<file path="src/rtl/cond_exec_unit.sv">
// Execute-stage condition unit: ARM condition evaluation against the committed NZCV
// register, enable gating, and an IT predication block tracked by a two-state FSM.
module cond_exec_unit #(
    parameter int  IT_MAX = 4,
    localparam int CNT_W  = $clog2(IT_MAX + 1)
) (
    input  logic              clk,
    input  logic              reset,
    input  logic              StallE,
    input  logic              FlushE,
    input  logic [3:0]        Cond,
    input  logic [3:0]        ALUFlags,
    input  logic [1:0]        FlagW,
    input  logic              PCS,
    input  logic              RegW,
    input  logic              MemW,
    input  logic              Branch,
    input  logic              ITStart,
    input  logic [3:0]        ITCond,
    input  logic [CNT_W-1:0]  ITLen,
    input  logic [IT_MAX-1:0] ITPat,
    output logic              PCSrc,
    output logic              RegWrite,
    output logic              MemWrite,
    output logic              BranchTakenE,
    output logic [3:0]        FlagsQ,
    output logic              ITActive,
    output logic [CNT_W-1:0]  ITRemain,
    output logic              ITErr
);

    typedef enum logic {IDLE, ACTIVE} it_state_e;

    it_state_e          state_q, state_d;
    logic [3:0]         flags_q, flags_d;
    logic [CNT_W-1:0]   remain_q, remain_d;
    logic [CNT_W-1:0]   len_q, len_d;
    logic [3:0]         it_cond_q, it_cond_d;
    logic [IT_MAX-1:0]  pat_q, pat_d;
    logic               err_q, err_d;

    logic               valid;
    logic               cond_ex;
    logic               len_ok;
    logic [3:0]         eff_cond;
    logic [CNT_W-1:0]   slot;
    logic [IT_MAX-1:0]  pat_shift;

    function automatic logic cond_eval(input logic [3:0] c, input logic [3:0] f);
        logic n, z, cf, v;
        {n, z, cf, v} = f;
        case (c)
            4'b0000: cond_eval = z;
            4'b0001: cond_eval = ~z;
            4'b0010: cond_eval = cf;
            4'b0011: cond_eval = ~cf;
            4'b0100: cond_eval = n;
            4'b0101: cond_eval = ~n;
            4'b0110: cond_eval = v;
            4'b0111: cond_eval = ~v;
            4'b1000: cond_eval = cf & ~z;
            4'b1001: cond_eval = ~cf | z;
            4'b1010: cond_eval = (n == v);
            4'b1011: cond_eval = (n != v);
            4'b1100: cond_eval = ~z & (n == v);
            4'b1101: cond_eval = z | (n != v);
            4'b1110: cond_eval = 1'b1;
            default: cond_eval = 1'b0;
        endcase
    endfunction

    assign valid  = ~reset & ~StallE & ~FlushE;
    assign len_ok = (ITLen != '0) && (ITLen <= CNT_W'(IT_MAX));

    // Slot index counts up from 0 as remain counts down from len.
    assign slot      = len_q - remain_q;
    assign pat_shift = pat_q >> slot;

    always_comb begin
        eff_cond = Cond;
        if (state_q == ACTIVE)
            eff_cond = pat_shift[0] ? it_cond_q : {it_cond_q[3:1], ~it_cond_q[0]};
    end

    assign cond_ex      = cond_eval(eff_cond, flags_q);
    assign PCSrc        = PCS    & cond_ex & valid;
    assign RegWrite     = RegW   & cond_ex & valid;
    assign MemWrite     = MemW   & cond_ex & valid;
    assign BranchTakenE = Branch & cond_ex & valid;

    always_comb begin
        state_d   = state_q;
        flags_d   = flags_q;
        remain_d  = remain_q;
        len_d     = len_q;
        it_cond_d = it_cond_q;
        pat_d     = pat_q;
        err_d     = 1'b0;

        if (valid && cond_ex) begin
            if (FlagW[1]) flags_d[3:2] = ALUFlags[3:2];
            if (FlagW[0]) flags_d[1:0] = ALUFlags[1:0];
        end

        case (state_q)
            IDLE: begin
                if (valid && ITStart) begin
                    if (!len_ok) begin
                        err_d = 1'b1;
                    end else if (cond_ex) begin
                        state_d   = ACTIVE;
                        remain_d  = ITLen;
                        len_d     = ITLen;
                        it_cond_d = ITCond;
                        pat_d     = ITPat;
                    end
                end
            end
            ACTIVE: begin
                if (valid) begin
                    // A nested IT is flagged but still burns its slot.
                    err_d    = ITStart;
                    remain_d = remain_q - CNT_W'(1);
                    if (remain_q == CNT_W'(1) || PCSrc || BranchTakenE) begin
                        state_d  = IDLE;
                        remain_d = '0;
                    end
                end
            end
            default: state_d = IDLE;
        endcase
    end

    always_ff @(posedge clk) begin
        if (reset) begin
            state_q   <= IDLE;
            flags_q   <= '0;
            remain_q  <= '0;
            len_q     <= '0;
            it_cond_q <= '0;
            pat_q     <= '0;
            err_q     <= 1'b0;
        end else begin
            state_q   <= state_d;
            flags_q   <= flags_d;
            remain_q  <= remain_d;
            len_q     <= len_d;
            it_cond_q <= it_cond_d;
            pat_q     <= pat_d;
            err_q     <= err_d;
        end
    end

    assign FlagsQ   = flags_q;
    assign ITActive = (state_q == ACTIVE);
    assign ITRemain = remain_q;
    assign ITErr    = err_q;

endmodule

</file>
<file path="config.mk">
export PLATFORM = sky130hd
export DESIGN_NAME = cond_exec_unit
export DESIGN_NICKNAME = d
export VERILOG_FILES = /design/src/rtl/cond_exec_unit.sv
export SDC_FILE = /design/constraint.sdc
export NUM_CORES = 1
export LEC_CHECK = 0
export ABC_AREA = 0
export CORE_MARGIN = 4
export CORE_UTILIZATION = 47
export CTS_CLUSTER_DIAMETER = 150
export DETAILED_ROUTE_END_ITERATION = 10
export PLACE_DENSITY = 0.8
export SLEW_MARGIN = 5
export SYNTH_ARGS = -nofsm -noshare
export SYNTH_HDL_FRONTEND = slang
export SYNTH_SLANG_ARGS = --single-unit
</file>
<file path="constraint.sdc">
create_clock -name clk -period 4.05 [get_ports clk]
set_input_delay 1.215 -clock clk [delete_from_list [all_inputs] [get_ports clk]]
set_output_delay 1.215 -clock clk [all_outputs]
set_load 0.005 [all_outputs]
</file>
; ---- After elaboration in Yosys (flattened, before gate mapping)
; Cells that the tools add are included.
[totals]
reg_bits = 20
inputBits = 30
elab_cells = 86
[op_classes]
n_addsub = 2
n_lt_le_gt_ge = 1
n_eq_ne = 21
shift = 1
mux = 19
bitwise_logic = 23
reduce_logical = 11
[op_table]
columns = cell, count
row1 = "4-bit == test, second input constant", 7
row2 = "4-bit by 3-bit == test with 1-bit output, second input constant", 4
row3 = 3-bit 2-to-1 mux, 5
row4 = 1-bit one-hot mux with 15 select lines, 1
row5 = 1-bit AND, 12
row6 = 1-bit 2-to-1 mux, 9
row7 = 1-bit inverter, 9
row8 = "4-bit by 2-bit == test with 1-bit output, second input constant", 2
row9 = 4-bit AND reduction, 2
row10 = "2-bit inequality test, second input constant", 3
row11 = 3-bit one-hot mux with 2 select lines, 1
row12 = "4-bit by 1-bit == test with 1-bit output, second input constant", 1
row13 = 4-bit logical NOT, 1
row14 = 4-bit 2-to-1 mux, 1
row15 = 1-bit one-hot mux with 2 select lines, 2
row16 = 2-bit AND reduction, 2
row17 = 4-bit by 3-bit right shift with 1-bit output, 1
row18 = "3-bit by 1-bit == test with 1-bit output, second input constant", 1
row19 = "3-bit <= comparator, second input constant", 1
row20 = 1-bit logical AND, 3
row21 = 3-bit nonzero test, 1
row22 = "3-bit by 1-bit subtractor with 3-bit output, second input constant", 1
row23 = 3-bit subtractor, 1
row24 = 1-bit logical OR, 2
row25 = other kinds (4), 5

; ---- Longest topological paths before layout
[logic_depth]
depth_word = 13
mapped_depth = 12
ltp_nobuf = 11

; ---- Worst setup path before layout
; OpenSTA, ideal clock, no wires.
[synth_path]
path_kind = register to output
start = reg remain_q[0], in the netlist ITRemain[0]
end = out BranchTakenE
arrival_time_ns = 2.701
required_time_ns = 2.835
path_slack_ns = 0.134
path_stages_with_launch = 11
path_cell_list = dfxtp_1 > ha_1 > inv_1 > fa_1 > mux4_2 > a21o_1 > a22o_1 > a21oi_2 > nor3_1 > nor2b_1 > and2_1
[synth_between]
elab_chain_cells = 8
elab_cells_between_ends = 22
cone_classes = add/sub (1) / eq/ne (14) / shift (1) / mux (3) / bitwise (2) / reduce/logical (1)
[synth_lines]
columns = element, line
row1 = "start, declared", 36  ; logic [CNT_W-1:0] remain_q, remain_d;
row2 = "start signal, assigned", 146  ; remain_q <= remain_d;
row3 = 3-bit subtractor *, 76  ; assign slot = len_q - remain_q;
row4 = 4-bit by 3-bit right shift with 1-bit output *, 77  ; assign pat_shift = pat_q >> slot;
row5 = 1-bit 2-to-1 mux *, 82  ; eff_cond = pat_shift[0] ? it_cond_q : {it_cond_q[3:1], ~it_cond_q[0]};
row6 = 4-bit 2-to-1 mux *, 81  ; if (state_q == ACTIVE)
row7 = 4-bit == test (tied with other cells), 52  ; case (c)
row8 = 1-bit one-hot mux with 15 select lines *, 52
row9 = 1-bit AND * (2 in series), 89  ; assign BranchTakenE = Branch & cond_ex & valid;
row10 = "end, declared", 25  ; output logic BranchTakenE,
; Mark *: on every way between the ends. The rest lies on a longest branch, timed or not.

; ---- Worst setup path after layout
[layout_path]
start = in Cond[1]
end = out BranchTakenE
[layout_between]
elab_chain_cells = 5
elab_cells_between_ends = 19
cone_classes = eq/ne (14) / mux (2) / bitwise (2) / reduce/logical (1)
[layout_lines]
columns = element, line
row1 = "start, declared", 11  ; input logic [3:0] Cond,
row2 = 4-bit 2-to-1 mux *, 81
row3 = 4-bit == test (tied with other cells), 52
row4 = 1-bit one-hot mux with 15 select lines *, 52
row5 = 1-bit AND * (2 in series), 89
; Marked as above.

==> impl_metrics.env <==
export IMPL_status="complete, but fails checks"
export IMPL_violations="setup timing"
export IMPL_pre_cts_ws_ns=-0.754
export IMPL_cts_clk_slew_worst_paths_ns=0.12
export IMPL_tritoncts="built"
export IMPL_cts_hold_fix_buffers=0
export IMPL_clk_path_buf_depth=2
export IMPL_synth_edf_count=0
export IMPL_cts_buffers=3
export IMPL_drt_initial_drc_count=37
export IMPL_cts_num_sinks=20
export IMPL_area_growth_pct=50.9
export IMPL_regArea_um2=403
export IMPL_port_buffers=42
export IMPL_worstSetupPathType="input port to output pin"
export IMPL_hp_class="register to register"
export IMPL_max_slew_margin_pct=56.7
export IMPL_fillers=233
export IMPL_layout_nets=252
export IMPL_maxCapViolations=0
export IMPL_synth_seq_area_share_pct=27.3
export IMPL_critPathLaunch="Cond[1]"
export IMPL_row_count=20
export IMPL_clkLatencyLatePin_ns=0.30
export IMPL_dpl_cell_area_um2=2000
export IMPL_first_pass_iters=4
export IMPL_grt_pass1_vias=1425
export IMPL_grt_use_total_pct=19.4
export IMPL_worstSetupStartpointType="input port"
export IMPL_wire_per_inst_um=15.5
export IMPL_syn_area_um2=1470
export IMPL_setup_viol=4
export IMPL_multi_input_comb_area_um2=1100
export IMPL_fp_dieArea_um2=4080
export IMPL_fmax_mhz=225
export IMPL_ys_warn_count=0
export IMPL_start_util_pct=48.4
export IMPL_cp_max_fo=5
export IMPL_yosysUniqueCellTypes=51
export IMPL_final_area_um2=2210
export IMPL_grt_start_max_net_pins=23
export IMPL_die_x_um=63.9
export IMPL_fin_crit_ns=4.44
export IMPL_grt_pass1_wl_mm=6.38
export IMPL_avgSynthCellArea_um2=9.46
export IMPL_grt_remaining_overflow=0
export IMPL_diodes=0
export IMPL_worstHoldStart="pat_q[2]"
export IMPL_antenna_left=0
export IMPL_num_io_pins=43
export IMPL_post_route_period_util_pct=110
export IMPL_synthCells=155
export IMPL_synth_flop_cell="dfxtp_1"
export IMPL_viasPerCell=5.43
export IMPL_r2r_start="len_q[0]"
export IMPL_drcViolationCount=0
export IMPL_worstPathArrival_ns=3.23
export IMPL_antenna_found_initial=0
export IMPL_required_ns=2.83
export IMPL_gp_congestion=1.06
export IMPL_synth_nets=189
export IMPL_cts_root_buf="clkbuf_4"
export IMPL_die_h_um=63.9
export IMPL_power_mw=0.502
export IMPL_tightest_slew_ns=0.649
export IMPL_hold_violations=0
export IMPL_coreArea_um2=3030
export IMPL_setup_ws_ns=-0.392
export IMPL_via_count=1418
export IMPL_power_density_nw_per_um2=227
export IMPL_vdd_drop_max_mv=0.163
export IMPL_finalMaxSlewViolations=0
export IMPL_async_flop_share_pct=0
export IMPL_fin_tns_setup_ns=-1.32
export IMPL_drive_above_1_share_pct=28.1
export IMPL_totalWireLength_mm=4.04
export IMPL_clock_skew_ns=0.00405
export IMPL_fin_util_pct=73.1
export IMPL_htreeDepth=1
export IMPL_hpwlAfterDp_mm=2.91
export IMPL_rsz0062_at_grt="yes"
export IMPL_endpoint_kind="output pin"
export IMPL_ys_ff_latch=20
export IMPL_p_leak_nw=0.893
## timing repair
action	in CTS	in global routing
pin swaps	11	6
setup buffers	5	2
resized for setup	38	5
endpoints found under the setup margin	4	4
gates cloned	0	0
## critical path: stages
cell	delay [ns]
clkdlybuf4s50_1	0.47
buf_4	0.15
nor4b_2	0.05
a211o_1	0.30
o211ai_1	0.23
a21oi_2	0.12
nor3_4	0.23
nor2b_2	0.07
buf_4	0.14
and2_4	0.13
buf_6	0.11
## cell usage after synthesis, types with 2 or more instances
cell type / count / share of area (%)
mux2i_2: 3 / 2.8
clkbuf_1: 3 / 0.77
nor2b_1: 3 / 1.3
nand3b_1: 2 / 1.0
a21oi_1: 3 / 1.0
ha_1: 3 / 2.6
o211ai_1: 3 / 1.5
o21ai_0: 4 / 1.4
a21oi_2: 2 / 1.2
nand2_1: 5 / 1.3
o311ai_2: 2 / 2.2
mux2_2: 2 / 1.5
nor3_1: 3 / 1.0
o31ai_1: 2 / 1.0
nor2_1: 20 / 5.1
nand3_1: 3 / 1.0
nand4_1: 4 / 1.7
and2_1: 5 / 2.1
dfxtp_1: 20 / 27
xor2_1: 2 / 1.2
nor4b_1: 2 / 1.2
buf_6: 2 / 1.5
a21o_1: 2 / 1.0
mux2i_1: 17 / 12
nand2b_1: 3 / 1.3
a31oi_1: 2 / 0.85
a211o_1: 2 / 1.2
nor3b_1: 2 / 1.0
inv_1: 7 / 1.8
## routing by layer
metal	global-route usage, %	share of wire (%)	vias to the layer above
met5	0	0	-
met4	5.93	1.2	0
met3	2.99	4.5	4
met2	34.6	52	41
met1	23.8	42	672
li1	-	-	701
## final cells by class
class / instances / area share (%)
clock buffer: 3 / 1.02
clock inverter: 1 / 1.36
inverter: 7 / 1.19
multi-input combinational: 122 / 49.5
sequential: 20 / 18.2
tap: 44 / 2.49
timing repair buffer: 64 / 26.2
## sequential cells by signal (all words and copies together), names as in the netlist
| signal | flops |
|---|---|
| pat_q | 4 |
| ITErr | 1 |
| FlagsQ | 4 |
| ITActive | 1 |
| ITRemain | 3 |
| len_q | 3 |
| it_cond_q | 4 |
## layout by cell type, fill, tap and decap left out, types with 4 or more instances in the layout
master,count
clkdlybuf4s50_1,36
buf_4,21
nor2_1,20
dfxtp_1,18
mux2i_1,17
inv_1,5
nand2_1,5
o21ai_0,4
nand4_1,4
## worst paths after layout
| check | endpoint | slack (ns) | cells past startpoint |
|---|---|---|---|
| worst max-delay path | BranchTakenE | -0.39 | 11 |
| worst min-delay path | pat_q[2] | 0.51 | 2 |
| worst max register to register | pat_q[1] | 0.36 | 16 |
| worst min register to register | pat_q[2] | 0.51 | 2 |
## where the power goes
part	switching, mW	internal, mW
registers	0.00531	0.199
clock network	0.0660	0.0999
logic	0.0570	0.0743
total	0.128	0.374
## kinds of logic after synthesis
kind of cell	Yosys count	synth area share (%)
flops	20	27.3
buf+inv	13	5.46
mux	24	18.3
simple gates	58	22.1
compound gates	33	20.1
xor+xnor	3	2.82
fa+ha+maj	4	3.93
## through the flow
stage | std cells | hold WS (ns)
final | 261 | 0.514
after global routing | 261 | 0.563
after CTS | 259 | 0.517
after detailed placement | 250 | 0.493
after global placement | 250 | 0.475
after floorplan | 155 | 0.458
(Power assumes the default switching activity.)
